File: config.mk
export PLATFORM = sky130hd
export DESIGN_NAME = decode_64b_66b_mc_flat
export DESIGN_NICKNAME = d
export VERILOG_FILES = /design/src/rtl/decode_64b_66b_mc_if.sv /design/src/rtl/decode_64b_66b_mc.sv /design/src/flat_wrapper.sv
export SDC_FILE = /design/constraint.sdc
export NUM_CORES = 1
export LEC_CHECK = 0
export CAP_MARGIN = 30
export CORE_ASPECT_RATIO = 0.8
export CORE_MARGIN = 3
export CORE_UTILIZATION = 50
export CTS_CLUSTER_DIAMETER = 100
export DETAILED_ROUTE_END_ITERATION = 12
export PLACE_DENSITY = 0.88
export SYNTH_ARGS = -nofsm -noshare
export SYNTH_HDL_FRONTEND = slang
export SYNTH_SLANG_ARGS = --single-unit
File: constraint.sdc
create_clock -name clk_i -period 3 [get_ports clk_i]
set_input_delay 0.3 -clock clk_i [delete_from_list [all_inputs] [get_ports clk_i]]
set_output_delay 0.3 -clock clk_i [all_outputs]
set_load 0.005 [all_outputs]
File: src/rtl/decode_64b_66b_mc_if.sv
// Block-side and XGMII-side bundle of the multi-channel 64b/66b decoder.
// Channel k occupies index [k] of every packed per-channel field.
interface decode_64b_66b_mc_if #(
    parameter int CH_NUM    = 1,
    parameter int ERR_CNT_W = 16
);
    logic [CH_NUM-1:0][63:0]          decode_data_i;
    logic [CH_NUM-1:0][1:0]           decode_head_i;
    logic [CH_NUM-1:0]                decode_data_vld_i;
    logic [CH_NUM-1:0]                block_lock_i;
    logic                             err_cnt_clr_i;
    logic [CH_NUM-1:0][63:0]          xgmii_rxd_o;
    logic [CH_NUM-1:0][7:0]           xgmii_rxc_o;
    logic [CH_NUM-1:0]                xgmii_rxd_vld_o;
    logic [CH_NUM-1:0]                decode_error_o;
    logic [CH_NUM-1:0][ERR_CNT_W-1:0] err_cnt_o;

    modport master (
        output decode_data_i, decode_head_i, decode_data_vld_i, block_lock_i, err_cnt_clr_i,
        input  xgmii_rxd_o, xgmii_rxc_o, xgmii_rxd_vld_o, decode_error_o, err_cnt_o
    );

    modport slave (
        input  decode_data_i, decode_head_i, decode_data_vld_i, block_lock_i, err_cnt_clr_i,
        output xgmii_rxd_o, xgmii_rxc_o, xgmii_rxd_vld_o, decode_error_o, err_cnt_o
    );
endinterface

File: src/rtl/decode_64b_66b_mc.sv
// Multi-channel Clause-49 64b/66b RX decoder: block decode, one-block lookahead, IEEE RX FSM.
// Define DECODE_ERR_CNT_EN to build the per-channel saturating error counters.

module decode_64b_66b_ch #(
    parameter int ERR_CNT_W = 16
) (
    input  logic                 clk_i,
    input  logic                 rst_n_i,
    input  logic [63:0]          decode_data_i,
    input  logic [1:0]           decode_head_i,
    input  logic                 decode_data_vld_i,
    input  logic                 block_lock_i,
    input  logic                 err_cnt_clr_i,
    output logic [63:0]          xgmii_rxd_o,
    output logic [7:0]           xgmii_rxc_o,
    output logic                 xgmii_rxd_vld_o,
    output logic                 decode_error_o,
    output logic [ERR_CNT_W-1:0] err_cnt_o
);
    typedef enum logic [2:0] {BT_C, BT_S, BT_T, BT_D, BT_E} blk_e;
    typedef enum logic [2:0] {RX_INIT, RX_C, RX_D, RX_T, RX_E} rx_st_e;

    localparam logic [63:0] IDLE_D = {8{8'h07}};
    localparam logic [63:0] ERR_D  = {8{8'hFE}};
    localparam logic [63:0] LF_D   = 64'h0100009C_0100009C;

    // 7-bit control code to XGMII byte; bit 8 flags an illegal code
    function automatic logic [8:0] ctl_map(input logic [6:0] code);
        case (code)
            7'h00:   ctl_map = {1'b0, 8'h07};
            7'h1E:   ctl_map = {1'b0, 8'hFE};
            default: ctl_map = {1'b1, 8'hFE};
        endcase
    endfunction

    logic [63:0] dec_rxd;
    logic [7:0]  dec_rxc;
    blk_e        dec_typ;
    logic [63:0] t_src;
    logic [8:0]  cm;
    logic        bad;
    logic        is_t;
    int          t_pos;

    always_comb begin
        dec_rxd = decode_data_i;
        dec_rxc = 8'h00;
        dec_typ = BT_E;
        bad     = 1'b0;
        is_t    = 1'b0;
        t_pos   = 0;
        cm      = '0;
        t_src   = {8'h07, decode_data_i[63:8]};
        if (decode_head_i == 2'b10) begin
            dec_typ = BT_D;
        end else if (decode_head_i == 2'b01) begin
            case (decode_data_i[7:0])
                8'h1E: begin
                    dec_typ = BT_C;
                    dec_rxc = 8'hFF;
                    for (int i = 0; i < 8; i++) begin
                        cm = ctl_map(decode_data_i[8+7*i +: 7]);
                        bad |= cm[8];
                        dec_rxd[8*i +: 8] = cm[7:0];
                    end
                end
                8'h2D, 8'h33: begin
                    dec_typ = (decode_data_i[7:0] == 8'h2D) ? BT_C : BT_S;
                    dec_rxc = 8'h1F;
                    for (int i = 0; i < 4; i++) begin
                        cm = ctl_map(decode_data_i[8+7*i +: 7]);
                        bad |= cm[8];
                        dec_rxd[8*i +: 8] = cm[7:0];
                    end
                    dec_rxd[39:32] = (decode_data_i[7:0] == 8'h2D) ? 8'h9C : 8'hFB;
                end
                8'h4B: begin
                    dec_typ = BT_C;
                    dec_rxc = 8'hF1;
                    dec_rxd[7:0] = 8'h9C;
                    // upper control codes share the 7-bit grid of the all-control block
                    for (int i = 4; i < 8; i++) begin
                        cm = ctl_map(decode_data_i[8+7*i +: 7]);
                        bad |= cm[8];
                        dec_rxd[8*i +: 8] = cm[7:0];
                    end
                end
                8'h55, 8'h66: begin
                    dec_typ = (decode_data_i[7:0] == 8'h55) ? BT_C : BT_S;
                    dec_rxc = 8'h11;
                    dec_rxd[7:0]   = 8'h9C;
                    dec_rxd[39:32] = (decode_data_i[7:0] == 8'h55) ? 8'h9C : 8'hFB;
                end
                8'h78: begin
                    dec_typ = BT_S;
                    dec_rxc = 8'h01;
                    dec_rxd[7:0] = 8'hFB;
                end
                8'h87: begin is_t = 1'b1; t_pos = 0; end
                8'h99: begin is_t = 1'b1; t_pos = 1; end
                8'hAA: begin is_t = 1'b1; t_pos = 2; end
                8'hB4: begin is_t = 1'b1; t_pos = 3; end
                8'hCC: begin is_t = 1'b1; t_pos = 4; end
                8'hD2: begin is_t = 1'b1; t_pos = 5; end
                8'hE1: begin is_t = 1'b1; t_pos = 6; end
                8'hFF: begin is_t = 1'b1; t_pos = 7; end
                default: dec_typ = BT_E;
            endcase
            if (is_t) begin
                dec_typ = BT_T;
                dec_rxc = 8'hFF << t_pos;
                for (int i = 0; i < 8; i++)
                    dec_rxd[8*i +: 8] = (i < t_pos) ? t_src[8*i +: 8] :
                                        (i == t_pos) ? 8'hFD : 8'h07;
            end
            if (bad) dec_typ = BT_E;
        end
    end

    rx_st_e      st_q, st_d, st_nxt;
    logic        la_vld_q, la_vld_d;
    blk_e        la_typ_q, la_typ_d;
    logic [63:0] la_rxd_q, la_rxd_d, rxd_q, rxd_d;
    logic [7:0]  la_rxc_q, la_rxc_d, rxc_q, rxc_d;
    logic        vld_q, vld_d, err_q, err_d;
    logic        nxt_cs;

    // FSM judges the held block; the incoming block serves as its lookahead
    always_comb begin
        st_nxt   = RX_E;
        nxt_cs   = (dec_typ == BT_C) || (dec_typ == BT_S);
        st_d     = st_q;
        la_vld_d = la_vld_q;
        la_typ_d = la_typ_q;
        la_rxd_d = la_rxd_q;
        la_rxc_d = la_rxc_q;
        rxd_d    = rxd_q;
        rxc_d    = rxc_q;
        vld_d    = 1'b0;
        err_d    = 1'b0;
        case (st_q)
            RX_D:    st_nxt = (la_typ_q == BT_D) ? RX_D :
                              (la_typ_q == BT_T && nxt_cs) ? RX_T : RX_E;
            RX_E:    st_nxt = (la_typ_q == BT_C) ? RX_C :
                              (la_typ_q == BT_D) ? RX_D :
                              (la_typ_q == BT_T && nxt_cs) ? RX_T : RX_E;
            default: st_nxt = (la_typ_q == BT_C) ? RX_C :
                              (la_typ_q == BT_S) ? RX_D : RX_E;
        endcase
        if (!block_lock_i) begin
            st_d     = RX_INIT;
            la_vld_d = 1'b0;
            vld_d    = 1'b1;
            rxd_d    = LF_D;
            rxc_d    = 8'h11;
        end else if (decode_data_vld_i) begin
            la_vld_d = 1'b1;
            la_typ_d = dec_typ;
            la_rxd_d = dec_rxd;
            la_rxc_d = dec_rxc;
            if (la_vld_q) begin
                vld_d = 1'b1;
                st_d  = st_nxt;
                if (st_nxt == RX_E) begin
                    rxd_d = ERR_D;
                    rxc_d = 8'hFF;
                    err_d = 1'b1;
                end else begin
                    rxd_d = la_rxd_q;
                    rxc_d = la_rxc_q;
                end
            end
        end
    end

    always_ff @(posedge clk_i) begin
        if (!rst_n_i) begin
            st_q     <= RX_INIT;
            la_vld_q <= 1'b0;
            la_typ_q <= BT_E;
            la_rxd_q <= IDLE_D;
            la_rxc_q <= 8'hFF;
            rxd_q    <= IDLE_D;
            rxc_q    <= 8'hFF;
            vld_q    <= 1'b0;
            err_q    <= 1'b0;
        end else begin
            st_q     <= st_d;
            la_vld_q <= la_vld_d;
            la_typ_q <= la_typ_d;
            la_rxd_q <= la_rxd_d;
            la_rxc_q <= la_rxc_d;
            rxd_q    <= rxd_d;
            rxc_q    <= rxc_d;
            vld_q    <= vld_d;
            err_q    <= err_d;
        end
    end

    assign xgmii_rxd_o     = rxd_q;
    assign xgmii_rxc_o     = rxc_q;
    assign xgmii_rxd_vld_o = vld_q;
    assign decode_error_o  = err_q;

`ifdef DECODE_ERR_CNT_EN
    logic [ERR_CNT_W-1:0] cnt_q;

    // counts alongside the error beat so the value already includes it
    always_ff @(posedge clk_i) begin
        if (!rst_n_i || err_cnt_clr_i) cnt_q <= '0;
        else if (err_d && !(&cnt_q))   cnt_q <= cnt_q + ERR_CNT_W'(1);
    end

    assign err_cnt_o = cnt_q;
`else
    logic unused_clr;
    assign unused_clr = err_cnt_clr_i;
    assign err_cnt_o  = '0;
`endif
endmodule

module decode_64b_66b_mc #(
    parameter int CH_NUM    = 1,
    parameter int ERR_CNT_W = 16
) (
    input logic               clk_i,
    input logic               rst_n_i,
    decode_64b_66b_mc_if.slave bus
);
    logic [CH_NUM-1:0][63:0]          rxd_w;
    logic [CH_NUM-1:0][7:0]           rxc_w;
    logic [CH_NUM-1:0]                vld_w;
    logic [CH_NUM-1:0]                err_w;
    logic [CH_NUM-1:0][ERR_CNT_W-1:0] cnt_w;

    for (genvar k = 0; k < CH_NUM; k++) begin : g_ch
        decode_64b_66b_ch #(.ERR_CNT_W(ERR_CNT_W)) u_ch (
            .clk_i            (clk_i),
            .rst_n_i          (rst_n_i),
            .decode_data_i    (bus.decode_data_i[k]),
            .decode_head_i    (bus.decode_head_i[k]),
            .decode_data_vld_i(bus.decode_data_vld_i[k]),
            .block_lock_i     (bus.block_lock_i[k]),
            .err_cnt_clr_i    (bus.err_cnt_clr_i),
            .xgmii_rxd_o      (rxd_w[k]),
            .xgmii_rxc_o      (rxc_w[k]),
            .xgmii_rxd_vld_o  (vld_w[k]),
            .decode_error_o   (err_w[k]),
            .err_cnt_o        (cnt_w[k])
        );
    end

    assign bus.xgmii_rxd_o     = rxd_w;
    assign bus.xgmii_rxc_o     = rxc_w;
    assign bus.xgmii_rxd_vld_o = vld_w;
    assign bus.decode_error_o  = err_w;
    assign bus.err_cnt_o       = cnt_w;
endmodule
File: src/flat_wrapper.sv
// flat-port wrapper written by rule: the top's interface ports become plain ports
module decode_64b_66b_mc_flat 
#(
    parameter int CH_NUM    = 1,
    parameter int ERR_CNT_W = 16
)
  (clk_i, rst_n_i, bus_decode_data_i, bus_decode_head_i, bus_decode_data_vld_i, bus_block_lock_i, bus_err_cnt_clr_i, bus_xgmii_rxd_o, bus_xgmii_rxc_o, bus_xgmii_rxd_vld_o, bus_decode_error_o, bus_err_cnt_o);
  decode_64b_66b_mc_if #(.CH_NUM(CH_NUM), .ERR_CNT_W(ERR_CNT_W)) bus_i ();
  input logic clk_i;
  input logic rst_n_i;
  input wire logic [$bits(bus_i.decode_data_i)-1:0] bus_decode_data_i;
  input wire logic [$bits(bus_i.decode_head_i)-1:0] bus_decode_head_i;
  input wire logic [$bits(bus_i.decode_data_vld_i)-1:0] bus_decode_data_vld_i;
  input wire logic [$bits(bus_i.block_lock_i)-1:0] bus_block_lock_i;
  input wire logic [$bits(bus_i.err_cnt_clr_i)-1:0] bus_err_cnt_clr_i;
  output wire logic [$bits(bus_i.xgmii_rxd_o)-1:0] bus_xgmii_rxd_o;
  output wire logic [$bits(bus_i.xgmii_rxc_o)-1:0] bus_xgmii_rxc_o;
  output wire logic [$bits(bus_i.xgmii_rxd_vld_o)-1:0] bus_xgmii_rxd_vld_o;
  output wire logic [$bits(bus_i.decode_error_o)-1:0] bus_decode_error_o;
  output wire logic [$bits(bus_i.err_cnt_o)-1:0] bus_err_cnt_o;
  assign bus_i.decode_data_i = bus_decode_data_i;
  assign bus_i.decode_head_i = bus_decode_head_i;
  assign bus_i.decode_data_vld_i = bus_decode_data_vld_i;
  assign bus_i.block_lock_i = bus_block_lock_i;
  assign bus_i.err_cnt_clr_i = bus_err_cnt_clr_i;
  assign bus_xgmii_rxd_o = bus_i.xgmii_rxd_o;
  assign bus_xgmii_rxc_o = bus_i.xgmii_rxc_o;
  assign bus_xgmii_rxd_vld_o = bus_i.xgmii_rxd_vld_o;
  assign bus_decode_error_o = bus_i.decode_error_o;
  assign bus_err_cnt_o = bus_i.err_cnt_o;
  decode_64b_66b_mc #(.CH_NUM(CH_NUM), .ERR_CNT_W(ERR_CNT_W)) u_core (.clk_i(clk_i), .rst_n_i(rst_n_i), .bus(bus_i));
endmodule
==> results.cfg <==
[routing]
via_count = 8392
ant_nets = 0
drt_iter0_markers = 1345
wl_cell_um = 21.7
drc_errors = 0
vias_per_cell = 6.64
detail_route.first_pass.iterations = 6
wl_um = 27400

[yosys]
postSynthRegisterBits = 153
synth_common_cells = 153 x sky130_fd_sc_hd__dfxtp_1, 88 x sky130_fd_sc_hd__nand2_1, 64 x sky130_fd_sc_hd__clkbuf_1
ys.flop_type = sky130_fd_sc_hd__dfxtp_1
number_of_enable_flip_flop_cells_after_synthesis = 0
synthDominantCellAreaShare_pct = 41.3
synthCells = 858
synth-async-reset-ratio_pct = 0
syn_avg_cell_area_um2 = 8.64
cell_types_with_the_largest_area_share_after_synthesis = sky130_fd_sc_hd__dfxtp_1 41%, sky130_fd_sc_hd__a221o_1 7.4%, sky130_fd_sc_hd__nand2_1 4.5%
synth.largest_area_cell = sky130_fd_sc_hd__dfxtp_1
ys_warn_count = 0
yosysUniqueCellTypes = 71
synth.yosys.seq_area_share_pct = 41.3
netlist_area_mm2 = 0.00741
yosys.cell_count.top_type = sky130_fd_sc_hd__dfxtp_1

[clock_tree]
clock_path_buffers = 2
cts-htree-levels = 4
clock_insertion_delay_worst_skew_ps = 430
number_of_clock_sinks = 153
ctsResizeCount = 0
cts_post_setup_buffers_inserted = 0
cts.clk_slew.worst_paths_ps = 60
tritoncts = done
numCtsBuffers = 17
postCtsHoldBufs = 0
clockRootBuffer = sky130_fd_sc_hd__clkbuf_16

[floorplan]
floorplan.io_pins = 161
core_area_mm2 = 0.0144
rows = 39
die_area_mm2 = 0.0163
dieWidth_um = 142
die_h_um = 115
starting_density_of_the_core_pct = 51.5

[global_routing]
grt_pass1_vias = 7681
grt_pass1_wl_um = 42100
antenna_violations_before_repair = 0
groute.usage.overall_pct = 32.7
grt-ovfl-total = 0
grt_start_max_net_pins = 41

[timing]
relSlewSlack_pct = 37.7
rsz0062_at_grt = no
final_min_period_over_clock_period_pct = 88.8
timing_hold_violations_final = 0
worst_clock_skew_ps = 4.79
timing_worst_slew_pin_value_ps = 934
setup_viol_count_final = 0
min_period_ps = 2660
setup_tns_ps = 0
maxSlewViolCount = 0
max_freq_ghz = 0.376
finalWorstSetupSlack_ps = 337

[flow_run]
max_cap_violations = 0

[worst_setup_path]
setup.worst_path.end_class = flop
timing_worst_setup_path_type = input pin to flop
worstSetupStartpointType = input pin
crit_required_ps = 3310
stages_on_the_worst_setup_path = 10
ff2ff_setup_slack_ps = 860
critical_path.max_fanout = 7
family_of_cells_with_the_greatest_summed_delay_on_the_critical_path = buffers and inverters
ff2ff_path_depth = 8
r2r_start = u_core.g_ch[0].u_ch.la_typ_q[0]$_SDFFE_PN0P_
cpPeakStageDelay_ps = 600
timing.critical_path.cells = clkdlybuf4s50_1 > buf_4 > nand2_1 > or4_1 > buf_4 > and2_1 > buf_4 > o21ai_2 > nand2_1 > o311ai_0
reg2reg_to = u_core.g_ch[0].u_ch.xgmii_rxc_o[1]$_SDFFE_PN1P_
slowest_stage = sky130_fd_sc_hd__or4_1
cp-startpoint = bus_decode_data_i[2]
worst_path_most_repeated_cell = sky130_fd_sc_hd__buf_4
cp_data_arrival_time_ps = 2970
critical_path.endpoint = u_core.g_ch[0].u_ch.la_rxc_q[3]$_SDFFE_PN1P_
worst-path-buf-inv = 4

[placement]
gpl.final_weighted_congestion = 0.998
pre_cts_ws_ps = -82.1
buffer_ports.inserted = 143
detailed_place_hpwl_um = 20300

[min_path]
hold_class = input pin to flop
holdCritStartpoint = rst_n_i

[final_layout]
diodes = 0
syn2layout_area_growth_pct = 38.2
num-fill-cells = 1079
num-nets-final = 1138
final_layout_size_suffix_gt1_share_pct = 15.9

[outcome]
status = finished clean

[power]
peakVddDrop_mv = 0.341
powerDensity_mw_per_mm2 = 503
p_leak_nw = 3.99
registers in the layout (all words and copies together) (netlist names):
register and cells:
u_core.g_ch.u_ch.la_typ_q 3, u_core.g_ch.u_ch.decode_error_o 1, u_core.g_ch.u_ch.xgmii_rxd_o 64, u_core.g_ch.u_ch.la_rxc_q 8, u_core.g_ch.u_ch.la_rxd_q 64, u_core.g_ch.u_ch.st_q 3
u_core.g_ch.u_ch.la_vld_q 1, u_core.g_ch.u_ch.xgmii_rxc_o 8, u_core.g_ch.u_ch.xgmii_rxd_vld_o 1
cells by family after synthesis:
group	after synthesis	share of synthesized area (%)
DFF	153	41.3
and+or+nand+nor	254	17.9
muxes	2	0.304
buffers and inverters	106	6.50
AOI/OAI and AO/OA	340	33.7
other	1	0.0506
xor gates and xnor gates	2	0.236
where the power goes:
| part | switching, mW | internal [mW] |
|---|---|---|
| Clock | 0.922 | 1.21 |
| Combinational | 0.403 | 0.384 |
| Sequential | 0.0815 | 2.15 |
| Total | 1.41 | 3.74 |
placed cells by master, fill, tap and decap left out, types with 11 or more instances in the layout:
cell,synthesis,routed
sky130_fd_sc_hd__dfxtp_1,153,153
sky130_fd_sc_hd__clkdlybuf4s50_1,0,142
sky130_fd_sc_hd__buf_4,16,120
sky130_fd_sc_hd__nand2_1,88,88
sky130_fd_sc_hd__o21ai_0,61,61
sky130_fd_sc_hd__a221o_1,55,55
sky130_fd_sc_hd__a21oi_1,52,52
sky130_fd_sc_hd__nor2_1,44,42
sky130_fd_sc_hd__o221ai_1,22,22
sky130_fd_sc_hd__a31oi_1,21,21
sky130_fd_sc_hd__o211ai_1,21,21
sky130_fd_sc_hd__nand3_1,17,17
sky130_fd_sc_hd__nand4_1,17,17
sky130_fd_sc_hd__clkbuf_16,0,17
sky130_fd_sc_hd__inv_1,16,16
sky130_fd_sc_hd__conb_1,1,16
sky130_fd_sc_hd__nor2b_1,16,15
sky130_fd_sc_hd__a211oi_1,13,13
sky130_fd_sc_hd__nand2b_1,12,12
sky130_fd_sc_hd__nor3_1,13,12
sky130_fd_sc_hd__a22oi_1,11,11
stage by stage:
| stage | hold slack [ps] | utilization (%) | area (um^2) | std cells | total power [mW] |
|---|---|---|---|---|---|
| 2_1_floorplan | 416 | - | 7470 | 873 | 2.61 |
| 3_3_place_gp | 451 | 67.1 | 9660 | 1232 | 3.02 |
| 3_5_place_dp | 458 | 67.1 | 9660 | 1232 | 3.03 |
| 4_1_cts | 215 | 71.2 | 10200 | 1264 | 5.14 |
| 5_1_grt | 239 | 71.2 | 10200 | 1264 | 5.31 |
| 6_report | 229 | 71.2 | 10200 | 1264 | 5.15 |
how the worst min path moves through the flow:
stage,end,cells past startpoint
after global routing,u_core.g_ch[0].u_ch.xgmii_rxd_o[40]$_SDFFE_PN1P_,2
after CTS,u_core.g_ch[0].u_ch.xgmii_rxd_o[40]$_SDFFE_PN1P_,2
final,u_core.g_ch[0].u_ch.xgmii_rxd_o[40]$_SDFFE_PN1P_,2
after floorplan,u_core.g_ch[0].u_ch.la_vld_q$_SDFFE_PN0P_,2
after detailed placement,u_core.g_ch[0].u_ch.xgmii_rxd_o[32]$_SDFFE_PN1P_,2
after global placement,u_core.g_ch[0].u_ch.xgmii_rxd_o[40]$_SDFFE_PN1P_,2
area by class of cell:
class | count | area [um^2] | share of cell area [%]
multi-input combinational | 614 | 3940 | 38.5
tap | 184 | 230 | 2.25
clock inverter | 12 | 128 | 1.25
inverter | 16 | 60.1 | 0.586
timing repair buffer | 265 | 2370 | 23.1
clock buffer | 20 | 457 | 4.46
sequential | 153 | 3060 | 29.9
routing by layer:
layer	GRT usage, %	up-vias	part of all wire, %
li1	-	3731	-
met1	45.4	3983	42
met2	51.1	599	45
met3	6.36	79	10
met4	11.3	0	2.8
met5	0	-	0
Note: power is estimated with default switching activity, not from simulation.
